$ cat src/rtl/flow_arbiter_pkg.sv
// Shared constants for the two-source phrase arbiter: FSM encoding, abort byte, source IDs.
// Also defines the packed beat record held in the output register.
package flow_arbiter_pkg;

    localparam logic [1:0] ST_IDLE   = 2'd0;
    localparam logic [1:0] ST_GRANT0 = 2'd1;
    localparam logic [1:0] ST_GRANT1 = 2'd2;
    localparam logic [1:0] ST_FLUSH  = 2'd3;

    localparam logic [7:0] ABORT_CHAR = 8'h00;

    localparam logic SRC0 = 1'b0;
    localparam logic SRC1 = 1'b1;

    typedef struct packed {
        logic [7:0] data;
        logic       last;
        logic       src;
        logic       abort;
    } beat_t;

endpackage

$ cat src/rtl/rr_pick2.sv
// Two-way round-robin pick, purely combinational; on a tie the source that was
// not served last (ptr) wins.
module rr_pick2
    import flow_arbiter_pkg::*;
(
    input  logic [1:0] req,
    input  logic       ptr,
    output logic [1:0] grant
);

    always_comb begin
        grant = req;
        if (req == 2'b11) begin
            grant = (ptr == SRC1) ? 2'b01 : 2'b10;
        end
    end

endmodule

$ cat src/rtl/flow_arbiter.sv
// Grants whole phrases from two sources onto one registered stream (1-cycle latency).
// Source ready follows output-register space; a silent granted source is aborted after TIMEOUT cycles.
module flow_arbiter
    import flow_arbiter_pkg::*;
#(
    parameter int TIMEOUT = 16,
    parameter int CNT_W   = 8
) (
    input  logic             clk,
    input  logic             rst,
    input  logic             s0_valid,
    input  logic [7:0]       s0_data,
    input  logic             s0_last,
    output logic             s0_ready,
    input  logic             s1_valid,
    input  logic [7:0]       s1_data,
    input  logic             s1_last,
    output logic             s1_ready,
    output logic             m_valid,
    output logic [7:0]       m_data,
    output logic             m_last,
    output logic             m_src,
    output logic             m_abort,
    input  logic             m_ready,
    output logic [CNT_W-1:0] pkt_cnt0,
    output logic [CNT_W-1:0] pkt_cnt1,
    output logic             err_timeout
);

    localparam logic [7:0] TO_LAST = 8'(TIMEOUT - 1);

    logic [1:0]       state_q, state_d;
    logic             ptr_q, ptr_d;
    logic             src_q, src_d;
    logic             out_vld_q, out_vld_d;
    beat_t            out_q, out_d;
    logic [CNT_W-1:0] cnt0_q, cnt0_d;
    logic [CNT_W-1:0] cnt1_q, cnt1_d;
    logic             err_q, err_d;
    logic [7:0]       to_q, to_d;

    logic [1:0]       grant;
    logic             out_free;
    logic             cur_vld;
    logic             acc;
    beat_t            in_beat;

    rr_pick2 u_pick (
        .req   ({s1_valid, s0_valid}),
        .ptr   (ptr_q),
        .grant (grant)
    );

    assign out_free = !out_vld_q || m_ready;
    assign s0_ready = (state_q == ST_GRANT0) && out_free;
    assign s1_ready = (state_q == ST_GRANT1) && out_free;
    assign cur_vld  = (src_q == SRC1) ? s1_valid : s0_valid;
    assign acc      = (s0_ready && s0_valid) || (s1_ready && s1_valid);

    always_comb begin
        in_beat = '{data: s0_data, last: s0_last, src: SRC0, abort: 1'b0};
        if (src_q == SRC1) begin
            in_beat = '{data: s1_data, last: s1_last, src: SRC1, abort: 1'b0};
        end
    end

    always_comb begin
        state_d   = state_q;
        ptr_d     = ptr_q;
        src_d     = src_q;
        out_vld_d = out_vld_q && !m_ready;
        out_d     = out_q;
        cnt0_d    = cnt0_q;
        cnt1_d    = cnt1_q;
        err_d     = err_q;
        to_d      = to_q;
        case (state_q)
            ST_IDLE: begin
                to_d = '0;
                if (grant[0]) begin
                    state_d = ST_GRANT0;
                    src_d   = SRC0;
                end else if (grant[1]) begin
                    state_d = ST_GRANT1;
                    src_d   = SRC1;
                end
            end
            ST_GRANT0, ST_GRANT1: begin
                if (acc) begin
                    out_vld_d = 1'b1;
                    out_d     = in_beat;
                    to_d      = '0;
                    if (in_beat.last) begin
                        state_d = ST_IDLE;
                        ptr_d   = src_q;
                        if (src_q == SRC1) begin
                            cnt1_d = (cnt1_q == '1) ? cnt1_q : cnt1_q + 1'b1;
                        end else begin
                            cnt0_d = (cnt0_q == '1) ? cnt0_q : cnt0_q + 1'b1;
                        end
                    end
                end else if (!cur_vld) begin
                    // Only source silence counts; a downstream stall keeps the counter frozen.
                    if (to_q == TO_LAST) begin
                        state_d = ST_FLUSH;
                    end else begin
                        to_d = to_q + 1'b1;
                    end
                end
            end
            ST_FLUSH: begin
                if (out_free) begin
                    out_vld_d = 1'b1;
                    out_d     = '{data: ABORT_CHAR, last: 1'b1, src: src_q, abort: 1'b1};
                    err_d     = 1'b1;
                    ptr_d     = src_q;
                    state_d   = ST_IDLE;
                end
            end
            default: state_d = ST_IDLE;
        endcase
    end

    always_ff @(posedge clk) begin
        if (rst) begin
            state_q   <= ST_IDLE;
            ptr_q     <= SRC1;
            src_q     <= SRC0;
            out_vld_q <= 1'b0;
            out_q     <= '0;
            cnt0_q    <= '0;
            cnt1_q    <= '0;
            err_q     <= 1'b0;
            to_q      <= '0;
        end else begin
            state_q   <= state_d;
            ptr_q     <= ptr_d;
            src_q     <= src_d;
            out_vld_q <= out_vld_d;
            out_q     <= out_d;
            cnt0_q    <= cnt0_d;
            cnt1_q    <= cnt1_d;
            err_q     <= err_d;
            to_q      <= to_d;
        end
    end

    assign m_valid     = out_vld_q;
    assign m_data      = out_q.data;
    assign m_last      = out_q.last;
    assign m_src       = out_q.src;
    assign m_abort     = out_q.abort;
    assign pkt_cnt0    = cnt0_q;
    assign pkt_cnt1    = cnt1_q;
    assign err_timeout = err_q;

endmodule

$ cat config.mk
export PLATFORM = sky130hd
export DESIGN_NAME = flow_arbiter
export DESIGN_NICKNAME = d
export VERILOG_FILES = /design/src/rtl/flow_arbiter_pkg.sv /design/src/rtl/rr_pick2.sv /design/src/rtl/flow_arbiter.sv
export SDC_FILE = /design/constraint.sdc
export NUM_CORES = 1
export LEC_CHECK = 0
export CORE_AREA = 8 8 81 83
export CTS_CLUSTER_SIZE = 16
export DETAILED_ROUTE_END_ITERATION = 6
export DIE_AREA = 0 0 89 91
export DONT_BUFFER_PORTS = 1
export MAX_ROUTING_LAYER = met4
export PLACE_DENSITY = 0.67
export SLEW_MARGIN = 20
export SYNTH_ARGS = -nofsm -noshare
export SYNTH_HDL_FRONTEND = slang
export SYNTH_SLANG_ARGS = --single-unit
export TNS_END_PERCENT = 30
$ cat constraint.sdc
create_clock -name clk -period 4.6 [get_ports clk]
set_input_delay 0.92 -clock clk [delete_from_list [all_inputs] [get_ports clk]]
set_output_delay 0.92 -clock clk [all_outputs]
set_load 0.005 [all_outputs]
==> results of run 1 <==
==> placed cells by master (no fill, tap or decap), types with 2 or more instances in the layout <==
cell type,count
a21oi_1,31
a2bb2oi_1,3
a31oi_1,3
and2_1,3
and3_1,3
clkbuf_8,7
dfxtp_1,41
ha_1,8
inv_1,10
mux2_2,9
mux2i_1,3
nand2_1,12
nand2b_1,7
nand3_1,15
nand4_1,10
nand4_2,2
nand4b_1,2
nor2_1,11
nor2b_1,5
nor3_1,6
o21ai_0,19
o21ai_1,2
o31ai_1,8
o32ai_1,3
o41ai_1,3
or3_1,7
or4_1,10
==> stage by stage <==
stage | total power [mW] | worst slack (ns)
after CTS | 1.14 | 1.98
after detailed placement | 0.870 | 2.00
after global placement | 0.867 | 2.11
after floorplan | 0.791 | 2.32
final | 1.14 | 1.95
after global routing | 1.21 | 1.74
==> routing by layer <==
| metal | track usage [%] | wire length [µm] | up-vias |
|---|---|---|---|
| li1 | - | - | 1036 |
| met1 | 18.0 | 2620 | 981 |
| met2 | 22.9 | 2740 | 70 |
| met3 | 4.32 | 390 | 6 |
| met4 | 5.13 | 68 | 0 |
| met5 | - | 0 | - |
==> cell families after synthesis <==
| kind of cell | Yosys count |
|---|---|
| DFF | 41 |
| and+or+nand+nor | 98 |
| muxes | 13 |
| adders and majority gates | 8 |
| buffers and inverters | 26 |
| AOI/OAI and AO/OA | 89 |
==> cell type report <==
cell class,instances,area share (%)
Sequential cell,41,33.2
Multi-Input combinational cell,208,56.9
Clock inverter,1,0.355
Tap cell,72,3.65
Clock buffer,7,3.90
Timing Repair Buffer,1,0.304
Inverter,11,1.67
==> critical path: cells and delay by family, from the launching register on <==
kind | cells | cell delay, ns
AOI/OAI and AO/OA | 2 | 0.56
buffers and inverters | 2 | 0.40
adders and majority gates | 1 | 0.71
DFF | 1 | 0.38
and+or+nand+nor | 1 | 0.51
==> final timing paths <==
path                                               from                   end  cells past startpoint
worst max register to register  state_q[0]$_SDFFE_PP0P_  to_q[3]$_SDFFE_PP0P_                      6
worst max-delay path            state_q[0]$_SDFFE_PP0P_  to_q[3]$_SDFFE_PP0P_                      6
worst min-delay path               to_q[1]$_SDFFE_PP0P_  to_q[1]$_SDFFE_PP0P_                      2
worst min register to register     to_q[1]$_SDFFE_PP0P_  to_q[1]$_SDFFE_PP0P_                      2
==> cells in the mapped netlist, types with 2 or more instances <==
cell type,n
buf_2,7
or4_1,10
inv_1,10
nand3_1,15
nand4_1,10
a2bb2oi_1,3
ha_1,8
dfxtp_1,41
nand4_2,2
a31oi_1,3
o32ai_1,3
mux2_2,9
nand2_1,12
and2_1,3
clkbuf_1,6
mux2i_1,3
o21ai_0,20
nor2b_1,5
buf_1,2
nand4b_1,2
nor2_1,11
nor3_1,6
o31ai_1,8
or3_1,7
and3_1,3
a21oi_1,31
o41ai_1,3
nand2b_1,7
==> power by group through the flow <==
stage / Combinational, mW / Sequential (mW) / Clock [mW]
finish: 0.409 / 0.460 / 0.271
global route: 0.451 / 0.469 / 0.289
CTS: 0.402 / 0.462 / 0.278
detailed placement: 0.400 / 0.469 / 0
global placement: 0.397 / 0.470 / 0
floorplan: 0.349 / 0.442 / 0
==> flip-flops by register name (all words and copies together), names as in the netlist, 2 cells and up <==
| name | count |
|---|---|
| state_q | 2 |
| pkt_cnt0 | 8 |
| pkt_cnt1 | 8 |
| m_data | 8 |
| to_q | 8 |
==> results.ini, run 1 <==
[outcome]
status = finished clean

[global_route]
grt_antenna_before_repair = 0
grt_first_pass_wirelength_um = 9580
first_global_vias = 2007
track_usage_pct = 14.9
grt_max_degree = 50
grt_overflow = 0

[worst_setup_path]
crit_required_ns = 4.82
setup.worst_path.start_class = flop
max_stage_delay_ns = 0.71
critPathKind = reg2reg
crit_fanout = 21
arrival_ns = 2.87
crit_path_cell_trace = inv_1 -> ha_1 -> o21ai_1 -> buf_4 -> or4_1 -> a31oi_1
cp-end-kind = flop
cp_slowest_cell = ha_1
r2r_slack_ns = 1.95

[detailed_routing]
drt.antenna.violating_nets = 0
drtIter0Drc = 143
drt_wl_total_um = 5810
vias = 2093
avgViaCountPerCell = 6.14
routedWlPerCell_um = 17.0
drtPass1Iterations = 5
remaining_drc_errors = 0

[yosys]
synthMuxAreaShare_pct = 6.23
synth_area_leaders = dfxtp_1 35%, a21oi_1 6.7%, mux2_2 4.3%
syn-cell-area_um2 = 2330
synthDistinctLibCells = 53
synth_xor_area_share_pct = 0
synth_top_cell_area_share_pct = 35.2
synth_area_leader_cell = dfxtp_1
syn-num-nets = 306
ys.flop_type = dfxtp_1
seq_area_frac_synth_pct = 35.2
syn_inst = 275
ys_ff_latch = 41
synth_edf_count = 0
syn_area_per_cell_um2 = 8.48
yosysWarnings = 0
synthArstFlopShare_pct = 0
synth_compound_area_share_pct = 25.2
yosys.area_share.simple_pct = 24.5
synth_top_family_by_area = compound AO/OA/AOI/OAI gates
synthAdderAreaFrac_pct = 4.29

[floorplanning]
boundaryPins = 54
die-area_um2 = 8100
die_x_um = 89
coreArea_um2 = 5340
start_util_pct = 43.7
rows = 27
die_y_um = 91

[pwr]
clkPwrFrac_pct = 23.7
leakage_nw = 0.817
swShare_pct = 38.3
p_sw_mw = 0.437
power_frac_seq_pct = 40.4
p_per_area_nw_per_um2 = 462
p_comb_share_pct = 35.9
cell_internal_pwr_mw = 0.704
vdd_drop_max_uv = 326

[clock_tree]
h-tree-depth = 2
postCtsHoldBufs = 0
clk_pin_slew_ns = 0.08
clk_latency_ns = 0.29
numCtsBuffers = 5
clkSinkCount = 41
cts-root-buf = clkbuf_8
cts_tree = built
clk_path_buf_depth = 2
post_cts_buffers = 0
cts_resized = 0

[placed_design]
io_buffers = 0
hpwl_um = 4020
placed_cell_area_um2 = 2360
routabilityCongestion = 0.838
place_inst = 333

[flow_run]
cap_violations = 0

[layout]
seq_area_um2 = 821
final_area_um2 = 2470
layout.cells.non_filler = 341
fin_nets = 299
multi_input_area_um2 = 1400
final_layout_size_suffix_gt1_share_pct = 10.0
final_util_pct = 46.2
area_delta_synth_final_pct = 5.90
antennaDiodeCount = 0
n_fill_cell = 544

[timing]
fmax_mhz = 377
finalSetupTns_ns = 0
relSlewSlack_pct = 53.0
min_period_ns = 2.65
fin_hold_ws_ns = 0.489
worstMarginPinSlew_ns = 0.701
finClkSkew_ns = 0.00700
setup_viol = 0
rsz0062_at_grt = false
maxSlewViolCount = 0
period_share_pct = 57.6
hold_violations = 0

[worst_hold_path]
hold_class = reg2reg

(Power assumes the default switching activity.)
==> inputs of run 2 (changes only) <==
- clock period: 4.6 -> 2.64 ns (I/O delays scaled with it)
==> run 2 against run 1 <==
Maximum frequency up 14%; clock skew increased by 0.0013 ns; first-iteration DRC count rose by 3.5%; core utilization hardly changed; highest routed layer unchanged; via count is essentially flat; global-route usage up 0.37 points; worst hold slack worse by 0.20 ns; critical endpoint is now pkt_cnt1[5]$_SDFFE_PP0P_; sequential cell count is the same.
==> results.ini, run 2 (same netlist as run 1, synthesis figures left out) <==
[timing]
finalSetupTns_ns = 0
maxSlewViolCount = 0
worstMarginPinSlew_ns = 0.752
finClkSkew_ns = 0.00830
period_share_pct = 88.0
rsz0062_at_grt = false
min_period_ns = 2.32
relSlewSlack_pct = 49.5
setup_viol = 0
fmax_mhz = 431
hold_violations = 0

[pwr]
cell_internal_pwr_mw = 1.19
swShare_pct = 39.0
vdd_drop_max_uv = 348
clkPwrFrac_pct = 21.0
p_comb_share_pct = 38.1
power_frac_seq_pct = 40.9
p_per_area_nw_per_um2 = 793
p_sw_mw = 0.764
leakage_nw = 0.815

[clock_tree]
clk_path_buf_depth = 2
cts_resized = 0
post_cts_buffers = 0
postCtsHoldBufs = 0
cts-root-buf = clkbuf_8
clk_latency_ns = 0.30
clk_pin_slew_ns = 0.08
cts_tree = built
clkSinkCount = 41
h-tree-depth = 2
numCtsBuffers = 5

[layout]
area_delta_synth_final_pct = 5.96
multi_input_area_um2 = 1400
fin_nets = 302
mostFrequentLayoutCells = 41 x dfxtp_1, 31 x a21oi_1, 19 x o21ai_0
n_fill_cell = 546
final_layout_size_suffix_gt1_share_pct = 10.3
final_common_cell = dfxtp_1
seq_area_um2 = 821
final_util_pct = 46.3
antennaDiodeCount = 0

[global_route]
grt_antenna_before_repair = 0
grt_overflow = 0
track_usage_pct = 15.3
first_global_vias = 1961
grt_first_pass_wirelength_um = 9710
grt_max_degree = 50

[floorplanning]
die_y_um = 91
die-area_um2 = 8100
start_util_pct = 43.7
coreArea_um2 = 5340
die_x_um = 89
rows = 27
boundaryPins = 54

[placed_design]
routabilityCongestion = 0.798
hpwl_um = 4260
io_buffers = 0

[detailed_routing]
vias = 2091
drtPass1Iterations = 4
remaining_drc_errors = 0
drtIter0Drc = 148
drt_wl_total_um = 6010
drt.antenna.violating_nets = 0
routedWlPerCell_um = 17.5
avgViaCountPerCell = 6.08

[worst_setup_path]
arrival_ns = 2.55
critPathKind = reg2reg
cp_slowest_cell = or4_1
crit_path_cell_trace = inv_1 -> ha_1 -> nand4_2 -> or4_1 -> a21oi_1
crit_required_ns = 2.87
crit_fanout = 15
setup.worst_path.start_class = flop
reg2reg_depth = 5
max_stage_delay_ns = 0.61
cp-end-kind = flop

[outcome]
status = finished clean

[worst_hold_path]
min_path_cells = 1
hold_class = in2reg

[flow_run]
cap_violations = 0

[run 2: changes by cell type in the layout (fill, tap and decap cells not counted)]
| cell | before | now |
|---|---|---|
| buf_4 | 1 | 4 |
| clkbuf_1 | 0 | 2 |
| clkbuf_8 | 7 | 5 |
| clkinvlp_4 | 0 | 1 |
| inv_6 | 1 | 0 |
[run 2: cell type report]
class | count | share of cell area [%]
multi-input combinational | 208 | 56.8
sequential | 41 | 33.2
tap | 72 | 3.65
clock buffer | 7 | 3.09
inverter | 11 | 1.67
timing repair buffer | 4 | 1.22
clock inverter | 1 | 0.304
[run 2: path summary, 6_finish.rpt]
kind	start	to	slack [ns]
max reg2reg	state_q[0]$_SDFFE_PP0P_	pkt_cnt1[5]$_SDFFE_PP0P_	0.32
min reg2reg	to_q[7]$_SDFFE_PP0P_	to_q[7]$_SDFFE_PP0P_	0.49
min	rst	src_q$_SDFFE_PP0P_	0.29
max	state_q[0]$_SDFFE_PP0P_	pkt_cnt1[5]$_SDFFE_PP0P_	0.32
[run 2: layer usage]
metal | wire length, µm | vias to the layer above | track usage [%]
met3 | 400 | 15 | 4.50
met2 | 2670 | 69 | 21.8
met5 | 0 | - | -
met4 | 200 | 0 | 6.66
li1 | - | 1032 | -
met1 | 2740 | 975 | 19.4
[run 2: power groups by stage]
stage	Combinational, mW	Sequential, mW	Clock [mW]
after CTS	0.739	0.804	0.423
after floorplan	0.608	0.770	0
final	0.746	0.802	0.411
after global placement	0.730	0.815	0
after detailed placement	0.738	0.817	0
after global routing	0.824	0.819	0.443
[run 2: worst max-delay path: cells and delay by family, from the launching register on]
kind            cells  cell delay, ns
compound gates      1            0.16
flops               1            0.39
simple gates        2            1.01
buf+inv             1            0.10
fa+ha+maj           1            0.60
[run 2: per-stage QoR]
stage	cells	instance area [µm²]	worst slack (ns)	power (mW)	hold WS, ns
after floorplan	275	2330	0.714	1.38	0.458
after global placement	336	2390	0.441	1.55	0.468
after detailed placement	336	2390	0.331	1.55	0.475
after CTS	344	2470	0.319	1.97	0.282
after global routing	344	2470	0.121	2.09	0.282
final	344	2470	0.317	1.96	0.292
